<file path="src/rtl/uart_comm.sv">
// 8N1 UART transceiver with 8-entry TX/RX FIFOs and a flag/ack host handshake.
// Bit period is CLOCKRATE/BAUDRATE clocks; RX samples mid-bit after a 2-flop sync.
module uart_comm #(
   parameter int ID        = 0,
   parameter int BAUDRATE  = 115200,
   parameter int CLOCKRATE = 100000000
) (
   input  logic       clk,
   input  logic       rst,
   input  logic       send_flag,
   input  logic [7:0] send_data,
   input  logic       recv_flag,
   output logic [7:0] recv_data,
   output logic       send_ack,
   output logic       recv_ack,
   output logic       sendable,
   output logic       recvable,
   output logic       Tx,
   input  logic       Rx
);

   localparam int DIV  = CLOCKRATE / BAUDRATE;
   localparam int HALF = DIV / 2;
   localparam int CW   = $clog2(DIV);
   localparam logic [CW-1:0] C_END  = CW'(DIV - 1);
   localparam logic [CW-1:0] C_HALF = CW'(HALF - 1);

   if (DIV < 4) begin : g_cfg_chk
      $error("uart_comm %0d: bit period must be at least 4 clocks", ID);
   end

   typedef enum logic [1:0] {
      TX_IDLE, TX_START, TX_DATA, TX_STOP
   } tx_state_t;

   typedef enum logic [2:0] {
      RX_IDLE, RX_START, RX_DATA, RX_STOP, RX_WAIT
   } rx_state_t;

   // ---------------- TX FIFO ----------------
   logic [7:0] r_txq [8];
   logic [2:0] r_tx_wp, r_tx_rp;
   logic [3:0] r_tx_cnt;
   logic       r_send_ack;
   logic       w_tx_push, w_tx_pop;
   logic       w_tx_full, w_tx_empty;

   assign w_tx_full  = (r_tx_cnt == 4'd8);
   assign w_tx_empty = (r_tx_cnt == 4'd0);
   assign w_tx_push  = send_flag & ~w_tx_full & ~r_send_ack;

   always_ff @(posedge clk) begin
      if (w_tx_push) r_txq[r_tx_wp] <= send_data;
   end

   always_ff @(posedge clk or posedge rst) begin
      if (rst) begin
         r_tx_wp    <= '0;
         r_tx_rp    <= '0;
         r_tx_cnt   <= '0;
         r_send_ack <= 1'b0;
      end else begin
         r_send_ack <= w_tx_push;
         if (w_tx_push) r_tx_wp <= r_tx_wp + 3'd1;
         if (w_tx_pop)  r_tx_rp <= r_tx_rp + 3'd1;
         unique case ({w_tx_push, w_tx_pop})
            2'b10:   r_tx_cnt <= r_tx_cnt + 4'd1;
            2'b01:   r_tx_cnt <= r_tx_cnt - 4'd1;
            default: r_tx_cnt <= r_tx_cnt;
         endcase
      end
   end

   // ---------------- TX engine ----------------
   tx_state_t     r_tx_st, w_tx_st_n;
   logic [CW-1:0] r_tx_c, w_tx_c_n;
   logic [2:0]    r_tx_bit, w_tx_bit_n;
   logic [7:0]    r_tx_sh, w_tx_sh_n;
   logic          r_tx, w_tx_n;
   logic [7:0]    w_tx_head;

   assign w_tx_head = r_txq[r_tx_rp];

   always_ff @(posedge clk or posedge rst) begin
      if (rst) begin
         r_tx_st  <= TX_IDLE;
         r_tx_c   <= '0;
         r_tx_bit <= '0;
         r_tx_sh  <= '0;
         r_tx     <= 1'b1;
      end else begin
         r_tx_st  <= w_tx_st_n;
         r_tx_c   <= w_tx_c_n;
         r_tx_bit <= w_tx_bit_n;
         r_tx_sh  <= w_tx_sh_n;
         r_tx     <= w_tx_n;
      end
   end

   // w_tx_n is the line level for the state being entered
   always_comb begin
      w_tx_st_n  = r_tx_st;
      w_tx_c_n   = r_tx_c + 1'b1;
      w_tx_bit_n = r_tx_bit;
      w_tx_sh_n  = r_tx_sh;
      w_tx_n     = 1'b1;
      w_tx_pop   = 1'b0;
      unique case (r_tx_st)
         TX_IDLE: begin
            w_tx_c_n = '0;
            if (!w_tx_empty) begin
               w_tx_pop  = 1'b1;
               w_tx_sh_n = w_tx_head;
               w_tx_st_n = TX_START;
               w_tx_n    = 1'b0;
            end
         end
         TX_START: begin
            w_tx_n = 1'b0;
            if (r_tx_c == C_END) begin
               w_tx_c_n   = '0;
               w_tx_bit_n = '0;
               w_tx_st_n  = TX_DATA;
               w_tx_n     = r_tx_sh[0];
            end
         end
         TX_DATA: begin
            w_tx_n = r_tx_sh[0];
            if (r_tx_c == C_END) begin
               w_tx_c_n = '0;
               if (r_tx_bit == 3'd7) begin
                  w_tx_st_n = TX_STOP;
                  w_tx_n    = 1'b1;
               end else begin
                  w_tx_sh_n  = {1'b0, r_tx_sh[7:1]};
                  w_tx_bit_n = r_tx_bit + 3'd1;
                  w_tx_n     = r_tx_sh[1];
               end
            end
         end
         TX_STOP: begin
            if (r_tx_c == C_END) begin
               w_tx_c_n = '0;
               // chain straight into the next frame when data is waiting
               if (!w_tx_empty) begin
                  w_tx_pop  = 1'b1;
                  w_tx_sh_n = w_tx_head;
                  w_tx_st_n = TX_START;
                  w_tx_n    = 1'b0;
               end else begin
                  w_tx_st_n = TX_IDLE;
               end
            end
         end
         default: w_tx_st_n = TX_IDLE;
      endcase
   end

   // ---------------- RX engine ----------------
   logic          r_rx_s1, r_rx_s2, r_rx_s3;
   rx_state_t     r_rx_st, w_rx_st_n;
   logic [CW-1:0] r_rx_c, w_rx_c_n;
   logic [2:0]    r_rx_bit, w_rx_bit_n;
   logic [7:0]    r_rx_sh, w_rx_sh_n;
   logic          w_rx_push;

   logic [7:0] r_rxq [8];
   logic [2:0] r_rx_wp, r_rx_rp;
   logic [3:0] r_rx_cnt;
   logic       r_recv_ack;
   logic [7:0] r_recv_data;
   logic       w_rx_pop, w_rx_full, w_rx_empty;

   assign w_rx_full  = (r_rx_cnt == 4'd8);
   assign w_rx_empty = (r_rx_cnt == 4'd0);
   assign w_rx_pop   = recv_flag & ~w_rx_empty & ~r_recv_ack;

   always_ff @(posedge clk or posedge rst) begin
      if (rst) begin
         r_rx_s1  <= 1'b1;
         r_rx_s2  <= 1'b1;
         r_rx_s3  <= 1'b1;
         r_rx_st  <= RX_IDLE;
         r_rx_c   <= '0;
         r_rx_bit <= '0;
         r_rx_sh  <= '0;
      end else begin
         r_rx_s1  <= Rx;
         r_rx_s2  <= r_rx_s1;
         r_rx_s3  <= r_rx_s2;
         r_rx_st  <= w_rx_st_n;
         r_rx_c   <= w_rx_c_n;
         r_rx_bit <= w_rx_bit_n;
         r_rx_sh  <= w_rx_sh_n;
      end
   end

   always_comb begin
      w_rx_st_n  = r_rx_st;
      w_rx_c_n   = r_rx_c + 1'b1;
      w_rx_bit_n = r_rx_bit;
      w_rx_sh_n  = r_rx_sh;
      w_rx_push  = 1'b0;
      unique case (r_rx_st)
         RX_IDLE: begin
            w_rx_c_n = '0;
            if (r_rx_s3 && !r_rx_s2) w_rx_st_n = RX_START;
         end
         RX_START: begin
            if (r_rx_c == C_HALF) begin
               w_rx_c_n   = '0;
               w_rx_bit_n = '0;
               w_rx_st_n  = r_rx_s2 ? RX_IDLE : RX_DATA;
            end
         end
         RX_DATA: begin
            if (r_rx_c == C_END) begin
               w_rx_c_n   = '0;
               w_rx_sh_n  = {r_rx_s2, r_rx_sh[7:1]};
               w_rx_bit_n = r_rx_bit + 3'd1;
               if (r_rx_bit == 3'd7) w_rx_st_n = RX_STOP;
            end
         end
         RX_STOP: begin
            if (r_rx_c == C_END) begin
               w_rx_c_n = '0;
               if (r_rx_s2) begin
                  w_rx_push = ~w_rx_full;
                  w_rx_st_n = RX_IDLE;
               end else begin
                  w_rx_st_n = RX_WAIT;
               end
            end
         end
         RX_WAIT: begin
            w_rx_c_n = '0;
            if (r_rx_s2) w_rx_st_n = RX_IDLE;
         end
         default: w_rx_st_n = RX_IDLE;
      endcase
   end

   // ---------------- RX FIFO ----------------
   always_ff @(posedge clk) begin
      if (w_rx_push) r_rxq[r_rx_wp] <= r_rx_sh;
   end

   always_ff @(posedge clk or posedge rst) begin
      if (rst) begin
         r_rx_wp     <= '0;
         r_rx_rp     <= '0;
         r_rx_cnt    <= '0;
         r_recv_ack  <= 1'b0;
         r_recv_data <= '0;
      end else begin
         r_recv_ack <= w_rx_pop;
         if (w_rx_pop) begin
            r_recv_data <= r_rxq[r_rx_rp];
            r_rx_rp     <= r_rx_rp + 3'd1;
         end
         if (w_rx_push) r_rx_wp <= r_rx_wp + 3'd1;
         unique case ({w_rx_push, w_rx_pop})
            2'b10:   r_rx_cnt <= r_rx_cnt + 4'd1;
            2'b01:   r_rx_cnt <= r_rx_cnt - 4'd1;
            default: r_rx_cnt <= r_rx_cnt;
         endcase
      end
   end

   assign send_ack  = r_send_ack;
   assign recv_ack  = r_recv_ack;
   assign recv_data = r_recv_data;
   assign sendable  = ~w_tx_full;
   assign recvable  = ~w_rx_empty;
   assign Tx        = r_tx;

endmodule

</file>
<file path="config.mk">
export PLATFORM = sky130hd
export DESIGN_NAME = uart_comm
export DESIGN_NICKNAME = d
export VERILOG_FILES = /design/src/rtl/uart_comm.sv
export SDC_FILE = /design/constraint.sdc
export NUM_CORES = 1
export LEC_CHECK = 0
export ABC_AREA = 1
export CAP_MARGIN = 40
export CORE_MARGIN = 2
export CORE_UTILIZATION = 50
export CTS_BUF_LIST = sky130_fd_sc_hd__clkbuf_4
export DETAILED_ROUTE_END_ITERATION = 6
export PLACE_DENSITY_LB_ADDON = 0.3
export SYNTH_ARGS = -nofsm -noshare
export SYNTH_HDL_FRONTEND = slang
export SYNTH_SLANG_ARGS = --single-unit
</file>
<file path="constraint.sdc">
create_clock -name clk -period 3.5 [get_ports clk]
set_input_delay 0.7 -clock clk [delete_from_list [all_inputs] [get_ports clk]]
set_output_delay 0.7 -clock clk [all_outputs]
set_load 0.01 [all_outputs]
</file>
==> flow_summary_export.csv <==
group,metric,value,unit
placement,dpl.cell_count,1136,
final_layout,layoutNonFillerInstCount,1237,
final_layout,syn2layout_area_growth,12.7,%
clock_tree,clock-sinks,209,
yosys,yosysUniqueCellTypes,42,
route,totalWireLength,17.2,mm
critical_path,worst-setup-path-type,"flop to flop",
hold_path,holdCritPathClass,"flop to flop",
route,vias_per_cell,5.07,
placement,detailed_place.area,9760,sq um
route,drt_iter0_drc,448,
global_route,grt-ovfl-total,0,
critical_path,worstPathRequired,4010,ps
floorplan,dieArea,19700,sq um
clock_tree,numCtsBuffers,54,
final_layout,layout.nets,999,
floorplan,core_area,18100,sq um
clock_tree,insertion_delay,650,ps
final_layout,multi_input_area,3000,sq um
global_route,antenna_found_initial,1,
yosys,synth_nets,941,
route,drt-pass1-iter-count,5,
sta,tns,0,ps
final_layout,final_cell_mix,"214 x nand2_1, 128 x edfxtp_1, 109 x nor2_1",
power,p_per_area,759,nW/um^2
clock_tree,cts_resized,0,
final_layout,layout_commonest_cell,"nand2_1",
run,maxCapViolCount,0,
yosys,synth_xor_area_share,1.51,%
yosys,synth_edf_count,128,
placement,place_hpwl,11.4,mm
power,peakVddDrop,0.000276,V
critical_path,crit_path_cell_trace,"ha_1, inv_1, nor2_1, nand4_1, inv_2, nand2_2, ha_1, ha_1, a21oi_1, nand2_1, a21oi_1, o21ai_0, xor2_1",
yosys,ys_ff_latch,209,
sta,finalHoldViolCount,0,
global_route,grt_max_degree,51,
yosys,netlist_area,9290,sq um
yosys,synth_compound_area_share,6.64,%
critical_path,worst_setup_path_end_kind,"flop",
yosys,synthFlopType,"edfxtp_1",
yosys,synth_mux_area_share,0,%
critical_path,arrival,3170,ps
clock_tree,hold_buffers,0,
yosys,synth-seq-area-share,63.3,%
route,final_antenna_net_count,0,
sta,fin_hold_ws,358,ps
yosys,synthAdderAreaFrac,3.18,%
floorplan,ioPinCount,26,
run_status,outcome,"complete, no violations",
power,leakage,4.26,nW
route,detailroute.via_count,6275,
power,fin_total_pwr,0.00795,W
floorplan,die_h,140,um
final_layout,fillerInstances,1532,
final_layout,stdcell_area,10500,sq um
final_layout,drive_gt1_share,13.7,%
sta,maxSlewViolCount,0,
clock_tree,postCtsSetupBuffers,0,
global_route,grt_pass1_vias,6213,
clock_tree,clockRootBuffer,"clkbuf_4",
route,post_drt_wl_per_cell,13.9,um
sta,tightestPinTransition,854,ps
sta,relSlewSlack,42.9,%
floorplan,start_util,51.3,%
global_route,track_usage,18.6,%
critical_path,critPathMostFrequentCell,"ha_1",
clock_tree,cts.htree.levels,2,
sta,grt_setup_unrepaired,"no",
clock_tree,cts_tree,"yes",
clock_tree,clk_pin_slew,60,ps
critical_path,cp_top_family,"adder cells",
global_route,grt_pass1_wl,29.7,mm
clock_tree,clock_path_buffers,3,
yosys,synth-async-reset-ratio,38.8,%
yosys,syn_avg_cell_area,10.3,sq um
placement,place_congestion,0.867,
sta,skew,22.9,ps
yosys,yosys.area_share.simple,21.0,%
floorplan,num_rows,49,
sta,setup_viol,0,
critical_path,critPathLaunchType,"flop",
route,drc,0,
yosys,yosys_warnings,0,
critical_path,path_buf_inv,2,
sta,fin_crit_sh,75.7,%
critical_path,path_max_fanout,6,
placement,io_buffer_count,25,
floorplan,die_w,140,um
final_layout,regArea,5880,sq um
sta,max_freq,377,MHz
sta,fin_crit,2650,ps
critical_path,cpPeakStageDelay,430,ps
critical_path,rrSetupSlack,850,ps
critical_path,crit_slowest_cell,"dfrtp_1",
yosys,synth_top_family_by_area,"simple AND/OR/NAND/NOR gates",
yosys,syn_inst,905,
[per-stage QoR]
| stage | utilization, % | worst slack (ps) |
|---|---|---|
| CTS | 57.9 | 809 |
| floorplan | - | 727 |
| global route | 57.9 | 613 |
| global placement | 53.8 | 870 |
| detailed placement | 53.9 | 832 |
| finish | 57.9 | 849 |
[layer usage]
layer | track usage (%) | vias to the layer above | routed length, um
met5 | 0 | - | 0
met4 | 6.54 | 0 | 364
met3 | 4.27 | 37 | 959
met2 | 29.0 | 164 | 7870
met1 | 25.9 | 2880 | 8030
li1 | - | 3194 | -
[flip-flops by register name, indices dropped and copies added (netlist names)]
register and flops:
r_rx_bit 3, r_tx_wp 3, r_tx_bit 3, r_rxq 64, recv_data 8, r_rx_rp 3
r_tx_rp 3, r_rx_wp 3, Tx 1, send_ack 1, r_rx_s3 1, r_rx_cnt 4
r_tx_c 10, r_txq 64, r_rx_s2 1, r_rx_sh 8, r_tx_sh 8, r_tx_cnt 4
r_tx_st 2, r_rx_s1 1, r_rx_st 3, r_rx_c 10, recv_ack 1
[final timing paths]
check,start,cells past startpoint,to
max in group asynchronous,rst,3,r_rx_s1$_DFF_PP1_
min in group asynchronous,rst,2,r_rx_rp[0]$_DFFE_PP0P_
max,r_rx_c[0]$_DFF_PP0_,13,r_rx_cnt[3]$_DFFE_PP0P_
min,r_rx_s1$_DFF_PP1_,0,r_rx_s2$_DFF_PP1_
min reg2reg,r_rx_s1$_DFF_PP1_,0,r_rx_s2$_DFF_PP1_
max reg2reg,r_rx_c[0]$_DFF_PP0_,13,r_rx_cnt[3]$_DFFE_PP0P_
[Yosys cell counts, types with 4 or more instances]
master	n	area share, %
o211ai_1	16	1.3
o21ai_1	13	0.70
nor2_2	13	0.88
nor3_1	6	0.32
dfrtp_1	77	21
ha_1	22	3.0
inv_2	11	0.44
edfxtp_1	128	41
xnor2_1	6	0.57
nand2_2	4	0.27
nand2_1	214	8.7
a21oi_1	11	0.59
xor2_1	10	0.94
nand4_1	11	0.74
o21ai_0	57	3.1
buf_2	14	0.75
dfstp_2	4	1.1
clkbuf_1	8	0.32
inv_1	61	2.5
nor2_1	109	4.4
nand3_1	77	4.2
[cell type report]
type	count	area share, %
repair buffers	30	3.06
flip-flops and latches	209	56.1
inverters	73	2.63
clock inverters	20	1.05
well taps	229	2.74
multi-input cells	595	28.6
diodes	1	0.0239
clock buffers	80	5.74
[where the power goes]
part	switching [W]	internal, W
combinational	0.00157	0.000927
sequential	0.000383	0.00299
clock	0.000948	0.00112
[kinds of logic (layout without fill, tap and decap cells)]
logic type / Yosys count / count (layout)
compound gates: 107 / 107
xor+xnor: 16 / 16
fa+ha+maj: 23 / 23
buf+inv: 101 / 203
flops: 209 / 209
other cells: 0 / 1
simple gates: 449 / 449
Note: power is estimated with default switching activity, not from simulation.
